==> config.mk <==
export PLATFORM = sky130hd
export DESIGN_NAME = clkgen_ctrl
export DESIGN_NICKNAME = d
export VERILOG_FILES = /design/src/rtl/clkgen_ctrl.sv
export SDC_FILE = /design/constraint.sdc
export NUM_CORES = 1
export LEC_CHECK = 0
export CORE_MARGIN = 3
export CORE_UTILIZATION = 50
export DETAILED_ROUTE_END_ITERATION = 16
export PLACE_DENSITY_LB_ADDON = 0.15
export SLEW_MARGIN = 25
export SYNTH_ARGS = -nofsm -noshare
export SYNTH_HDL_FRONTEND = slang
export SYNTH_SLANG_ARGS = --single-unit
==> constraint.sdc <==
create_clock -name clk -period 2.5 [get_ports clk]
set_clock_uncertainty 0.1 [all_clocks]
set_input_delay 0.5 -clock clk [delete_from_list [all_inputs] [get_ports clk]]
set_output_delay 0.5 -clock clk [all_outputs]
set_load 0.1 [all_outputs]
==> src/rtl/clkgen_ctrl.sv <==
// Programmable divided square-wave generator with glitch-free reconfiguration.
// Divide ratio and polarity changes are deferred to the next period boundary while running.
module clkgen_ctrl #(
  parameter int unsigned CNT_W = 8
) (
  input  logic             clk,
  input  logic             rst,
  input  logic             en,
  input  logic             cfg_valid,
  output logic             cfg_ready,
  input  logic [CNT_W-1:0] cfg_div,
  input  logic             cfg_inv,
  output logic             clk_out,
  output logic             tick,
  output logic             busy
);

  typedef enum logic [1:0] {
    IDLE   = 2'd0,
    RUN    = 2'd1,
    SWITCH = 2'd2
  } state_t;

  state_t           state, state_n;
  logic [CNT_W-1:0] cnt, cnt_n;
  logic [CNT_W-1:0] div_reg, div_n;
  logic [CNT_W-1:0] pend_div, pend_div_n;
  logic             phase, phase_n;
  logic             inv_reg, inv_n;
  logic             pend_inv, pend_inv_n;
  logic             accept;
  logic             at_end;
  logic             boundary;

  assign cfg_ready = (state != SWITCH);
  assign busy      = (state != IDLE);
  assign accept    = cfg_valid && cfg_ready;
  assign at_end    = (cnt == div_reg);
  assign boundary  = (state != IDLE) && at_end && phase;

  always_comb begin
    state_n    = state;
    cnt_n      = cnt;
    phase_n    = phase;
    div_n      = div_reg;
    inv_n      = inv_reg;
    pend_div_n = pend_div;
    pend_inv_n = pend_inv;

    case (state)
      IDLE: begin
        cnt_n   = '0;
        phase_n = 1'b0;
        if (accept) begin
          div_n = cfg_div;
          inv_n = cfg_inv;
        end
        if (en) state_n = RUN;
      end
      RUN, SWITCH: begin
        if (at_end) begin
          cnt_n   = '0;
          phase_n = ~phase;
        end else begin
          cnt_n = cnt + 1'b1;
        end
        if (state == RUN) begin
          // An offer taken on a boundary edge still waits for the following boundary.
          if (accept) begin
            pend_div_n = cfg_div;
            pend_inv_n = cfg_inv;
            state_n    = SWITCH;
          end else if (boundary && !en) begin
            state_n = IDLE;
          end
        end else if (boundary) begin
          div_n   = pend_div;
          inv_n   = pend_inv;
          state_n = en ? RUN : IDLE;
        end
      end
      default: state_n = IDLE;
    endcase
  end

  always_ff @(posedge clk) begin
    if (rst) begin
      state    <= IDLE;
      cnt      <= '0;
      phase    <= 1'b0;
      div_reg  <= '0;
      inv_reg  <= 1'b0;
      pend_div <= '0;
      pend_inv <= 1'b0;
      clk_out  <= 1'b0;
      tick     <= 1'b0;
    end else begin
      state    <= state_n;
      cnt      <= cnt_n;
      phase    <= phase_n;
      div_reg  <= div_n;
      inv_reg  <= inv_n;
      pend_div <= pend_div_n;
      pend_inv <= pend_inv_n;
      clk_out  <= phase_n ^ inv_n;
      tick     <= boundary;
    end
  end

endmodule

# Word level (Yosys, flattened, before mapping)
# Cells that the tools add are included.
[op_classes]
add_sub_neg = 1
eq_ne = 10
muxes = 19
bitwise = 2
reduce_logical = 12
[op_table]
columns = ["cell", "n"]
rows = [
  ["8-bit two-way mux", 4],
  ["8-bit one-hot mux with 2 select lines", 2],
  ["2-bit two-way mux", 5],
  ["2-bit != test (second input constant)", 5],
  ["8-bit by 1-bit adder with 8-bit output (second input constant)", 1],
  ["8-bit equality test", 1],
  ["3-bit AND reduction", 2],
  ["1-bit two-way mux", 5],
  ["1-bit logical AND", 4],
  ["4-bit != test (second input constant)", 1],
  ["1-bit one-hot mux with 2 select lines", 2],
  ["2-bit one-hot mux with 2 select lines", 1],
  ["4-bit AND reduction", 1],
  ["2-bit nonzero test", 2],
  ["3-bit != test (second input constant)", 1],
  ["2-bit by 1-bit equality test with 1-bit output (second input constant)", 1],
  ["2-bit equality test (second input constant)", 1],
  ["2-bit logical NOT", 1],
  ["2-bit OR reduction", 1],
  ["1-bit logical NOT", 1],
  ["1-bit NOT", 1],
  ["1-bit XOR", 1],
]
[word_totals]
regBits = 31
inputBits = 13
out_inout_bits = 4

# Depth between registers and ports, before layout
[depth]
ltp_word = 8
depth_mapped = 9
ltp_nobuf = 8

# Least setup slack after synthesis
# OpenSTA, ideal clock, no wires.
[synth_timing]
kind = "register to register"
from = "register state[0]"
to = "register state[1]"
setup_ns = 0.070
arrival_time_ns = 2.193
t_required_ns = 2.330
path_slack_ns = 0.136
stages_incl_launch_ff = 9
path_buffers = 0
synth_period_minus_slack_ns = 2.364
cell_sequence = "dfxtp_1 inv_1 ha_1 inv_1 nor2_1 a31oi_1 a31oi_1 or3_1 a21oi_1"
[synth_via]
elab_chain_cells = 6
word_cells_on_any_way = 17
[synth_lines]
columns = ["item", "line", "rtl"]
rows = [
  ["from (decl)", "24", "state_t state, state_n;"],
  ["from (signal assigned)", "98", "state <= state_n;"],
  ["2-bit nonzero test *", "n/a", ""],
  ["net busy", "15", "output logic busy"],
  ["1-bit logical AND * (2 in series)", "39", "assign boundary = (state != IDLE) && at_end && phase;"],
  ["1-bit logical AND", "73", "end else if (boundary && !en) begin"],
  ["4-bit != test (no source line)", "n/a", ""],
  ["3-bit AND reduction (no source line) *", "n/a", ""],
]
# The timed path passes the listed nets; every way through them passes the cells marked *.
# A chain may end at the register's enable or synchronous reset.

# Final worst setup path
[layout_timing]
from = "register state[0]"
to = "register div_reg[3]"
[layout_via]
elab_chain_cells = 5
word_cells_on_any_way = 15
[layout_lines]
columns = ["item", "line", "rtl"]
rows = [
  ["2-bit nonzero test", "39", ""],
  ["1-bit logical AND (2 in series)", "39", ""],
  ["2-bit != test (no source line)", "n/a", ""],
  ["4-bit AND reduction (no source line)", "n/a", ""],
  ["to (signal assigned)", "101", "div_reg <= div_n;"],
  ["to (decl)", "26", "logic [CNT_W-1:0] div_reg, div_n;"],
]
# Several ways; a longest one is shown, not always the timed one.

==> run metrics <==
Final nets=221; Arrival @ worst endpoint=2340 ps; post-CTS setup buffers=0; CTS tree=built; Max-Cap Viols=0; Tcrit/Tclk final=0.876; Slew @ Worst Pin=523 ps; row cnt=19; overall die height=61.8 µm; post-synthesis area per instance=8.45 µm²; Mapped Nets=203; Max Slew Vio Count=0; die area=3810 µm²; register area share after synthesis=0.399; number of global-route vias before repair=1097; busiest grt layer=met2; Fin. Hold Viols=0; clock latency on the worst-skew pair=340 ps; Worst slew margin=0.650; die width=61.8 µm; Cells after Synth=184; final non-filler cell total=234; P&R area growth vs syn=15.4%; Max stage delay on crit path=420 ps; global-route wire length before repair=4770 µm; Sw Pwr=588 µW; sequential fraction of design power=0.404; GRT overflow=0; Hold-fix buffers, CTS=0; cell area after synthesis=1550 µm²; clock slew seen by the registers of the worst setup and hold paths=90 ps; layout cells sized above 1=0.103; Total Wirelength=3040 µm; crit-path max FO=16; Synth top area share=0.399; port buffer count=16; I/O pin cnt=17; Seq cells post-synth=31; status=completed; Fin Hold WS=362 ps; synth unique cells=36; met3 track demand over resource=0.0558; largest net degree at the start of global routing=23; Layout fillers=262; HPWL Detailed=2250 µm; LEAKAGE=0.669 nW; WP data required=2650 ps; initial core utilization=0.545; TritonCTS Sinks=31; Synth Warn #=0; initial DRC count=38; P_int=932 µW; CTS Buf Count=5; PostCTS Resize Cnt=0; residual DRC count=0; Final setup viols=0; via count=1279; Ant. Diodes=0; crit end category=register; wire per inst=13.0 µm; crit-path cells=inv_1 -> ha_1 -> buf_4 -> nand2b_1 -> a21oi_1 -> a31o_2 -> nor2_1 -> a211oi_1; worst setup path class=reg2reg; first-pass iteration count of the detailed router=4; Max Freq=0.457 GHz; Design Power=1.52 mW; RSZ-0062 raised after global routing=false; met1 usage=0.220; Final GP Congestion=0.856; Crit-path slowest cell=dfxtp_1; core area=2850 µm²; Cells after DPL=226; CP Launch Type=register; H-tree levels=2; Total GRT Usage=0.174; Sw Ratio=0.387; synth top area cells=dfxtp_1 40%, nand2_1 6.8%, mux2i_1 6.4%, nor2_1 5.3%, a21oi_1 5.2%; post-route ant nets=0; top cell type by total area after synthesis=dfxtp_1; vias per cell=5.47; power per cell area=848 nW/µm²; Hold WC Path Type=reg2reg; antenna violations before repair=0; clock power share=0.183; setup tns final=0 ps; CTS root buf=clkbuf_4; Worst VDD drop=0.546 mV; Final Critical Period=2190 ps; combinational fraction of design power=0.413; met2 Usage GRT=0.266; worst-case clock buffer depth=2
-- kinds of logic after synthesis --
family	share of synthesized area
fa+ha+maj	0.0483
mux	0.0813
flops	0.399
compound gates	0.127
buf+inv	0.0395
xor+xnor	0.0733
simple gates	0.231
-- Yosys cell counts, drive strengths merged --
| cell type | number |
|---|---|
| nor4 | 1 |
| ha | 6 |
| inv | 5 |
| a31o | 2 |
| nand4b | 1 |
| dfxtp | 31 |
| nand4 | 3 |
| mux2i | 10 |
| nor3b | 2 |
| a31oi | 4 |
| and2 | 2 |
| nand2 | 28 |
| and3 | 4 |
| nand3 | 2 |
| and3b | 1 |
| nand3b | 3 |
| nor2b | 1 |
| xor2 | 5 |
| mux2 | 2 |
| clkbuf | 5 |
| nor3 | 1 |
| a211oi | 8 |
| o21ai | 3 |
| or3 | 2 |
| xnor2 | 8 |
| buf | 4 |
| nand2b | 2 |
| nor2 | 22 |
| a21oi | 16 |
-- layer usage --
metal | share of wire | routed length, µm
met3 | 0.041 | 125
met1 | 0.50 | 1520
met4 | 0.019 | 58
met5 | 0 | 0
met2 | 0.44 | 1330
-- cell type report --
class / count / area (µm²) / share of cell area
Timing Repair Buffer: 20 / 193 / 0.107
Sequential cell: 31 / 621 / 0.346
Clock inverter: 1 / 5.00 / 0.00279
Inverter: 5 / 18.8 / 0.0105
Clock buffer: 7 / 45.0 / 0.0251
Tap cell: 31 / 38.8 / 0.0216
Multi-Input combinational cell: 139 / 872 / 0.486
-- worst max-delay path: cells and delay by family, from the launching register on --
| kind | cells | cell delay (ps) |
|---|---|---|
| compound gates | 3 | 680 |
| flops | 1 | 420 |
| buf+inv | 2 | 350 |
| fa+ha+maj | 1 | 410 |
| simple gates | 2 | 150 |
-- per-stage QoR --
stage,setup slack (ps),utilization,area [µm²]
6_report,310,0.629,1790
5_1_grt,79.0,0.629,1790
4_1_cts,275,0.629,1790
3_5_place_dp,272,0.611,1740
3_3_place_gp,290,0.611,1740
2_1_floorplan,136,-,1550
-- placed cells by master (no fill, tap or decap), types with 2 or more instances in the layout --
| cell | n |
|---|---|
| o21ai_0 | 2 |
| nand3b_1 | 3 |
| xor2_1 | 5 |
| clkdlybuf4s50_1 | 12 |
| inv_1 | 5 |
| clkbuf_4 | 5 |
| and3_1 | 3 |
| buf_4 | 7 |
| nand4_1 | 3 |
| nor2_1 | 22 |
| clkbuf_1 | 2 |
| nor3b_1 | 2 |
| ha_1 | 6 |
| nand3_1 | 2 |
| a31oi_1 | 4 |
| mux2i_1 | 10 |
| xnor2_1 | 8 |
| dfxtp_1 | 31 |
| nand2b_1 | 2 |
| nand2_1 | 28 |
| a31o_2 | 2 |
| a21oi_1 | 16 |
| a211oi_1 | 8 |
-- power groups by stage --
stage          registers (mW)  logic [mW]  clock network (mW)
3_3_place_gp            0.622       0.616                   0
3_5_place_dp            0.626       0.626                   0
6_report                0.615       0.627               0.278
4_1_cts                 0.615       0.629               0.286
2_1_floorplan           0.651       0.459                   0
5_1_grt                 0.622       0.684               0.308
-- final timing paths --
kind          startpoint     endpoint  slack [ps]  cells after the start
max             state[0]   div_reg[3]         310                      8
min          pend_div[5]  pend_div[5]         360                      2
max reg2reg     state[0]   div_reg[3]         310                      8
min reg2reg  pend_div[5]  pend_div[5]         360                      2
No activity file was read; power rests on OpenSTA's default activity.
